**config.mk**
```make
export PLATFORM = sky130hd
export DESIGN_NAME = btn_debounce_fsm_flat
export DESIGN_NICKNAME = d
export VERILOG_FILES = /design/src/rtl/btn_debounce_fsm_if.sv /design/src/rtl/btn_debounce_fsm.sv /design/src/flat_wrapper.sv
export SDC_FILE = /design/constraint.sdc
export NUM_CORES = 1
export LEC_CHECK = 0
export BUFFER_PORTS_ARGS = -buffer_cell sky130_fd_sc_hd__buf_4
export CORE_MARGIN = 1
export CORE_UTILIZATION = 52
export DETAILED_ROUTE_END_ITERATION = 10
export PLACE_DENSITY = 0.71
export SETUP_SLACK_MARGIN = 0.15
export SKIP_CTS_REPAIR_TIMING = 1
export SLEW_MARGIN = 25
export SYNTH_ARGS = -nofsm -noshare
export SYNTH_HDL_FRONTEND = slang
export SYNTH_SLANG_ARGS = --single-unit
export TNS_END_PERCENT = 1
```
**constraint.sdc**
```tcl
create_clock -name clk_in -period 1.95 [get_ports clk_in]
set_input_delay 0.2925 -clock clk_in [delete_from_list [all_inputs] [get_ports clk_in]]
set_output_delay 0.2925 -clock clk_in [all_outputs]
set_load 0.01 [all_outputs]
```
**src/rtl/btn_debounce_fsm_if.sv**
```systemverilog
`default_nettype none
// ============================================================================
// Module      : btn_debounce_fsm_if
// Description : Tick/button inputs and debounced outputs of one button channel.
// Revision    : 1.0 - initial release
// ============================================================================
interface btn_debounce_fsm_if;
  logic tick;
  logic btn_raw;
  logic btn_level;
  logic press_pulse;
  logic release_pulse;
  logic long_pulse;

  modport master (
    output tick,
    output btn_raw,
    input  btn_level,
    input  press_pulse,
    input  release_pulse,
    input  long_pulse
  );

  modport slave (
    input  tick,
    input  btn_raw,
    output btn_level,
    output press_pulse,
    output release_pulse,
    output long_pulse
  );
endinterface
`default_nettype wire

```
**src/rtl/btn_debounce_fsm.sv**
```systemverilog
`default_nettype none
// ============================================================================
// Module      : btn_debounce_fsm
// Description : Tick-enabled push-button debouncer with press, release and
//               one-shot long-press pulses. All outputs registered.
// Revision    : 1.0 - initial release
// ============================================================================
module btn_debounce_fsm #(
  parameter logic ACTIVE_LOW   = 1'b1,
  parameter int   STABLE_TICKS = 4,
  parameter int   LONG_TICKS   = 8
) (
  input  wire logic        clk_in,
  input  wire logic        rst_n,
  btn_debounce_fsm_if.slave bus
);

  localparam logic [7:0] c_STABLE = 8'(STABLE_TICKS);
  localparam logic [7:0] c_LONG   = 8'(LONG_TICKS);

  typedef enum logic [1:0] {
    ST_IDLE        = 2'd0,
    ST_PRESS_CHK   = 2'd1,
    ST_PRESSED     = 2'd2,
    ST_RELEASE_CHK = 2'd3
  } state_t;

  logic       r_sync1;
  logic       r_sync2;
  state_t     r_state;
  logic [7:0] r_stab_cnt;
  logic [7:0] r_hold_cnt;
  logic       r_level;
  logic       r_press;
  logic       r_release;
  logic       r_long;

  state_t     w_state_nxt;
  logic [7:0] w_stab_nxt;
  logic [7:0] w_hold_nxt;
  logic       w_level_nxt;
  logic       w_press_nxt;
  logic       w_release_nxt;
  logic       w_long_nxt;
  logic       w_p;

  // Normalised so that 1 always means "pressed", whatever the pin polarity.
  assign w_p = r_sync2 ^ ACTIVE_LOW;

  always_ff @(posedge clk_in or negedge rst_n) begin
    if (!rst_n) begin
      r_sync1    <= ACTIVE_LOW;
      r_sync2    <= ACTIVE_LOW;
      r_state    <= ST_IDLE;
      r_stab_cnt <= 8'd0;
      r_hold_cnt <= 8'd0;
      r_level    <= 1'b0;
      r_press    <= 1'b0;
      r_release  <= 1'b0;
      r_long     <= 1'b0;
    end else begin
      r_sync1    <= bus.btn_raw;
      r_sync2    <= r_sync1;
      r_state    <= w_state_nxt;
      r_stab_cnt <= w_stab_nxt;
      r_hold_cnt <= w_hold_nxt;
      r_level    <= w_level_nxt;
      r_press    <= w_press_nxt;
      r_release  <= w_release_nxt;
      r_long     <= w_long_nxt;
    end
  end

  always_comb begin
    w_state_nxt   = r_state;
    w_stab_nxt    = r_stab_cnt;
    w_hold_nxt    = r_hold_cnt;
    w_level_nxt   = r_level;
    w_press_nxt   = 1'b0;
    w_release_nxt = 1'b0;
    w_long_nxt    = 1'b0;

    if (bus.tick) begin
      case (r_state)
        ST_IDLE: begin
          if (w_p) begin
            w_state_nxt = ST_PRESS_CHK;
            w_stab_nxt  = 8'd1;
          end
        end
        ST_PRESS_CHK: begin
          if (!w_p) begin
            w_state_nxt = ST_IDLE;
            w_stab_nxt  = 8'd0;
          end else if ((r_stab_cnt + 8'd1) == c_STABLE) begin
            w_state_nxt = ST_PRESSED;
            w_level_nxt = 1'b1;
            w_press_nxt = 1'b1;
            w_hold_nxt  = 8'd0;
            w_stab_nxt  = 8'd0;
          end else begin
            w_stab_nxt  = r_stab_cnt + 8'd1;
          end
        end
        ST_PRESSED: begin
          if (!w_p) begin
            w_state_nxt = ST_RELEASE_CHK;
            w_stab_nxt  = 8'd1;
          end else if (r_hold_cnt < c_LONG) begin
            // Saturation at c_LONG makes the long pulse one-shot per press.
            w_hold_nxt = r_hold_cnt + 8'd1;
            w_long_nxt = ((r_hold_cnt + 8'd1) == c_LONG);
          end
        end
        ST_RELEASE_CHK: begin
          if (w_p) begin
            // Bounce back: hold timer neither restarts nor advances.
            w_state_nxt = ST_PRESSED;
            w_stab_nxt  = 8'd0;
          end else if ((r_stab_cnt + 8'd1) == c_STABLE) begin
            w_state_nxt   = ST_IDLE;
            w_level_nxt   = 1'b0;
            w_release_nxt = 1'b1;
            w_hold_nxt    = 8'd0;
            w_stab_nxt    = 8'd0;
          end else begin
            w_stab_nxt    = r_stab_cnt + 8'd1;
          end
        end
        default: begin
          w_state_nxt = ST_IDLE;
          w_stab_nxt  = 8'd0;
          w_hold_nxt  = 8'd0;
          w_level_nxt = 1'b0;
        end
      endcase
    end
  end

  assign bus.btn_level     = r_level;
  assign bus.press_pulse   = r_press;
  assign bus.release_pulse = r_release;
  assign bus.long_pulse    = r_long;

endmodule
`default_nettype wire

```
**src/flat_wrapper.sv**
```systemverilog
// flat-port wrapper written by rule: the top's interface ports become plain ports
module btn_debounce_fsm_flat 
#(
  parameter logic ACTIVE_LOW   = 1'b1,
  parameter int   STABLE_TICKS = 4,
  parameter int   LONG_TICKS   = 8
)
  (clk_in, rst_n, bus_tick, bus_btn_raw, bus_btn_level, bus_press_pulse, bus_release_pulse, bus_long_pulse);
  btn_debounce_fsm_if bus_i ();
  input  wire logic clk_in;
  input  wire logic rst_n;
  input wire logic [$bits(bus_i.tick)-1:0] bus_tick;
  input wire logic [$bits(bus_i.btn_raw)-1:0] bus_btn_raw;
  output wire logic [$bits(bus_i.btn_level)-1:0] bus_btn_level;
  output wire logic [$bits(bus_i.press_pulse)-1:0] bus_press_pulse;
  output wire logic [$bits(bus_i.release_pulse)-1:0] bus_release_pulse;
  output wire logic [$bits(bus_i.long_pulse)-1:0] bus_long_pulse;
  assign bus_i.tick = bus_tick;
  assign bus_i.btn_raw = bus_btn_raw;
  assign bus_btn_level = bus_i.btn_level;
  assign bus_press_pulse = bus_i.press_pulse;
  assign bus_release_pulse = bus_i.release_pulse;
  assign bus_long_pulse = bus_i.long_pulse;
  btn_debounce_fsm #(.ACTIVE_LOW(ACTIVE_LOW), .STABLE_TICKS(STABLE_TICKS), .LONG_TICKS(LONG_TICKS)) u_core (.clk_in(clk_in), .rst_n(rst_n), .bus(bus_i));
endmodule
```
Word level (Yosys, flattened, before mapping). Cells that the tools add are included.

Register bits: 24. Input bits: 4. Output and inout bits: 4. Logic and storage cells: 69.

Add/sub/neg operators: 2. Magnitude comparators: 1. Eq/ne operators: 15. Muxes and demuxes: 35. Reductions and logical operators: 7.

Operators by type and width (number): 8-bit two-way mux (10); 8-bit one-hot mux with 4 select lines (1); 8-bit one-hot mux with 3 select lines (1); 8-bit by 1-bit adder with 8-bit output (second input constant) (2); 1-bit two-way mux (15); 2-bit two-way mux (6); 6-bit AND reduction (2); 2-bit by 1-bit != test with 1-bit output (second input constant) (5); 8-bit by 3-bit == test with 1-bit output (second input constant) (1); 8-bit by 4-bit == test with 1-bit output (second input constant) (1); 8-bit by 4-bit < comparator with 1-bit output (second input constant) (1); 2-bit one-hot mux with 4 select lines (1); 2-bit != test (second input constant) (3); 5-bit AND reduction (1); 2-bit == test (second input constant) (2); 3-bit by 1-bit != test with 1-bit output (second input constant) (1); 3-bit != test (second input constant) (1); 3-bit AND reduction (1); 3-bit nonzero test (1); 2-bit by 1-bit == test with 1-bit output (second input constant) (1); 2-bit zero test (1); 1-bit one-hot mux with 2 select lines (1); 2-bit nonzero test (1).

Logic depth before layout (Yosys ltp).
Depth in word-level cells: 6. Mapped depth: 6. Mapped depth without buffers: 6.

Worst setup path after synthesis. No wires, ideal clock.

Path type: register to register. Start point: reg u_core.r_stab_cnt[0]. End point: reg u_core.r_level (netlist: u_core.bus.btn_level). Library setup time: 0.127 ns. Arrival: 1.726 ns. Required time: 1.823 ns. Slack: 0.096 ns. Stages on the path, launching flop included: 7. Path buffers: 0. Clock period less this slack: 1.854 ns. Path through: dfrtp_1 > ha_1 > xor2_1 > nand3b_1 > nor4_4 > nand2_2 > mux2_1.

Word-level cells in the longest chain between the ends: 4. Elaborated cells between the ends (all ways): 5. Classes of those cells: 1 x add/sub; 3 x eq/ne; 1 x reduce/logical.

RTL lines: from (decl) (line btn_debounce_fsm.sv:31) `logic [7:0] r_stab_cnt;`; from (signal assigned) (line btn_debounce_fsm.sv:65) `r_stab_cnt <= w_stab_nxt;`; 8-bit by 1-bit adder with 8-bit output (*) (line btn_debounce_fsm.sv:95, btn_debounce_fsm.sv:120); 8-bit by 3-bit == test with 1-bit output (*) (line btn_debounce_fsm.sv:95, btn_debounce_fsm.sv:120); 2-bit by 1-bit != test with 1-bit output (no line); 6-bit AND reduction (no line) (*); to (signal assigned) (line btn_debounce_fsm.sv:67) `r_level <= w_level_nxt;`; to (decl) (line btn_debounce_fsm.sv:33) `logic r_level;`.

Every way passes the cells marked *; elsewhere a longest branch is shown, timed or not. A chain may end at the register's enable or synchronous reset.

Worst setup path in the final report.
Start point: reg u_core.r_stab_cnt[1]. End point: reg u_core.r_level (netlist: u_core.bus.btn_level).

Same word-level chain as after synthesis.

==> flow_summary_export.csv <==
group,metric,value,unit
critical_path,setup.worst_path.start_class,"register",
drt,wirelength,2.15,mm
critical_path,timing.rr.start,"u_core.r_stab_cnt[1]$_DFFE_PN0P_",
logic_synthesis,yosysMostFrequentCell,"dfrtp_1",
logic_synthesis,yosys.cell_types.count,35,
sta,finalSetupViolations,0,
logic_synthesis,synth_fp_nets,118,
drt,drtPass1Iterations,4,
critical_path,reg2reg_depth,7,
final_layout,num_antenna_cells,0,
power,ir_drop,0.787,mV
global_route,grt_pass1_vias,864,
global_route,top_usage_layer,"met2",
critical_path,worstPathRequired,2160,ps
drt,drt_iter0_drc,7,
sta,fin_crit_sh,0.966,
critical_path,regToRegSetupSlack,70,ps
final_layout,area_growth_syn_to_layout,20.4,%
clock_tree,cts_tree,"built",
logic_synthesis,yosys-top-cells-area,"dfrtp_1 (47%), dfstp_2 (4.5%), ha_1 (4.3%)",
final_layout,layout-drive-gt1-share,0.266,
logic_synthesis,synth_area,1170,um^2
critical_path,cpMostUsedCell,"buf_6",
global_route,grt_pass1_wl,3.59,mm
drt,via_count,872,
sta,worst_pin_slew,515,ps
global_route,track_usage,0.200,
sta,hold_viol_final,0,
critical_path,cp_slowest_cell,"dfrtp_2",
global_route,grt_max_degree,25,
sta,slew_violations,0,
logic_synthesis,synth_top_area_frac,0.472,
power,pwr-share-clk,0.163,
logic_synthesis,ys_seq_area_frac,0.517,
sta,finalClockSkew,8.73,ps
min_path,holdPathStages,1,
power,total_leakage_power,0.000662,uW
place,place_congestion,0.799,
logic_synthesis,synthTopCellsByCount,"dfrtp_1 (22), nand2_1 (10), nor2_1 (8)",
critical_path,arrival,2090,ps
final_layout,nFillCells,164,
sta,rsz0062_at_grt,"yes",
global_route,use_met3,0.0374,
sta,slew_headroom,0.654,
power,p_int,886,uW
place,port_buffers,7,
power,p_comb_frac,0.347,
power,seqPwrFrac,0.491,
clock_tree,numCtsBuffers,3,
min_path,hold_class,"input pin to register",
critical_path,r2r-end,"u_core.bus.btn_level$_DFFE_PN0P_",
final_layout,instances_no_fill,155,
clock_tree,clock-root-buffer,"clkbuf_4",
floorplan,ios,8,
final_layout,nets,137,
logic_synthesis,avgSynthCellArea,10.6,um^2
floorplan,initial_core_util,0.572,
floorplan,core,2040,um^2
floorplan,rows,16,
outcome,status,"finished, final reports clean",
clock_tree,cts.sinks,24,
power,p_switching,482,uW
run,drv_cap,0,
global_route,gr-total-overflow,0,
critical_path,cpPeakStageDelay,440,ps
power,p_per_area,974,nW/um^2
min_path,hp-start,"bus_btn_raw",
logic_synthesis,yosys_warnings,0,
sta,timing.hold.ws,75.3,ps
logic_synthesis,synth_edf_count,0,
global_route,antenna_found_initial,0,
critical_path,path_cells,"buf_6 -> a311oi_2 -> a31oi_2 -> nor4_4 -> buf_6 -> nand2_4 -> mux2_4",
critical_path,path_max_fanout,7,
logic_synthesis,synth_ff_type,"dfrtp_1",
logic_synthesis,ys_async_sr_fraction,1.00,
floorplan,die_w,49.4,um
critical_path,crit_path_end_kind,"register",
drt,ant_nets,0,
power,switching_share,0.352,
global_route,use_met2,0.377,
clock_tree,htree_levels,1,
clock_tree,path_clk_slew,130,ps
logic_synthesis,synth_area_leader_cell,"dfrtp_1",
floorplan,design.die.area,2440,um^2
sta,period_needed,1880,ps
logic_synthesis,synthCells,110,
drt,viasPerCell,5.63,
sta,max_freq,531,MHz
critical_path,setup.worst_path.class,"register to register",
place,dp.cells,144,
min_path,min_to,"u_core.r_sync1$_DFF_PN1_",
drt,wl_per_cell,13.9,um
clock_tree,clk_latency,320,ps
clock_tree,cts.path.max_buffers,2,
place,dp_hpwl,1.43,mm
drt,drc,0,
floorplan,die-height,49.4,um
global_route,grtUsageMet1,0.208,
logic_synthesis,ys_ff_latch,24,
routing by layer:
layer,routed length (um),up-vias
met3,44,5
met4,48,0
met2,1150,13
met5,0,-
met1,909,425
li1,-,429
worst max-delay path, delay by kind of cell (launching register included):
family	cells	cell delay, ps
and+or+nand+nor	2	340
muxes	1	300
DFF	1	440
buffers and inverters	2	300
AOI/OAI and AO/OA	2	370
power by group through the flow:
| stage | clock (uW) | sequential, uW | combinational (uW) |
|---|---|---|---|
| finish | 223 | 672 | 474 |
| global route | 250 | 682 | 527 |
| CTS | 232 | 682 | 352 |
| detailed placement | 0 | 691 | 349 |
| global placement | 0 | 687 | 335 |
| floorplan | 0 | 668 | 267 |
cells in the final DEF, fill, tap and decap left out, types with 4 or more instances in the layout:
master    n
and2_1    4
nand2_1  10
buf_4    12
dfrtp_1  19
o21ai_0   4
a21oi_1   6
nand3_1   6
nor2_1    8
inv_1     4
final cells by class:
cell class                      count  area (um^2)  share of cell area
Tap cell                           27         33.8              0.0240
Timing Repair Buffer               16          134              0.0953
Inverter                            4         15.0              0.0107
Sequential cell                    24          607               0.432
Multi-Input combinational cell     80          589               0.419
Clock buffer                        4         26.3              0.0187
stage by stage:
stage	utilization	instance area (um^2)	setup slack (ps)	total power [uW]	setup TNS [ps]
after floorplan	-	1180	153	935	0
after global placement	0.624	1270	143	1020	0
after detailed placement	0.624	1270	13.7	1040	0
after CTS	0.637	1300	-21.3	1270	-21.3
after global routing	0.688	1410	-29.5	1460	-42.9
final	0.688	1410	66.5	1370	0
sequential cells by signal, indices dropped and copies added (netlist names), named ones only:
signal and count:
u_core.bus.btn_level 1, u_core.r_state 1, u_core.bus.release_pulse 1, u_core.r_sync1 1
u_core.r_sync2 1, u_core.bus.long_pulse 1, u_core.bus.press_pulse 1, u_core.r_hold_cnt 8
u_core.r_stab_cnt 8
logic make-up (layout without fill, tap and decap cells):
kind of cell | after synthesis | in the layout | synth area share
AOI/OAI and AO/OA | 23 | 23 | 0.131
xor gates and xnor gates | 5 | 5 | 0.0375
adders and majority gates | 4 | 4 | 0.0429
buffers and inverters | 6 | 24 | 0.0204
DFF | 24 | 24 | 0.517
muxes | 7 | 7 | 0.0643
and+or+nand+nor | 41 | 41 | 0.188
how the worst max path moves through the flow:
stage | from | slack [ps] | to | cells after the start
2_1_floorplan | u_core.r_stab_cnt[0]$_DFFE_PN0P_ | 150 | u_core.bus.btn_level$_DFFE_PN0P_ | 6
3_3_place_gp | u_core.r_stab_cnt[1]$_DFFE_PN0P_ | 140 | u_core.bus.btn_level$_DFFE_PN0P_ | 7
3_5_place_dp | u_core.r_stab_cnt[1]$_DFFE_PN0P_ | 10 | u_core.bus.btn_level$_DFFE_PN0P_ | 7
4_1_cts | u_core.r_stab_cnt[1]$_DFFE_PN0P_ | -20 | u_core.bus.btn_level$_DFFE_PN0P_ | 7
5_1_grt | u_core.r_stab_cnt[1]$_DFFE_PN0P_ | -30 | u_core.bus.btn_level$_DFFE_PN0P_ | 7
6_report | u_core.r_stab_cnt[1]$_DFFE_PN0P_ | 70 | u_core.bus.btn_level$_DFFE_PN0P_ | 7
(Power assumes the default switching activity.)
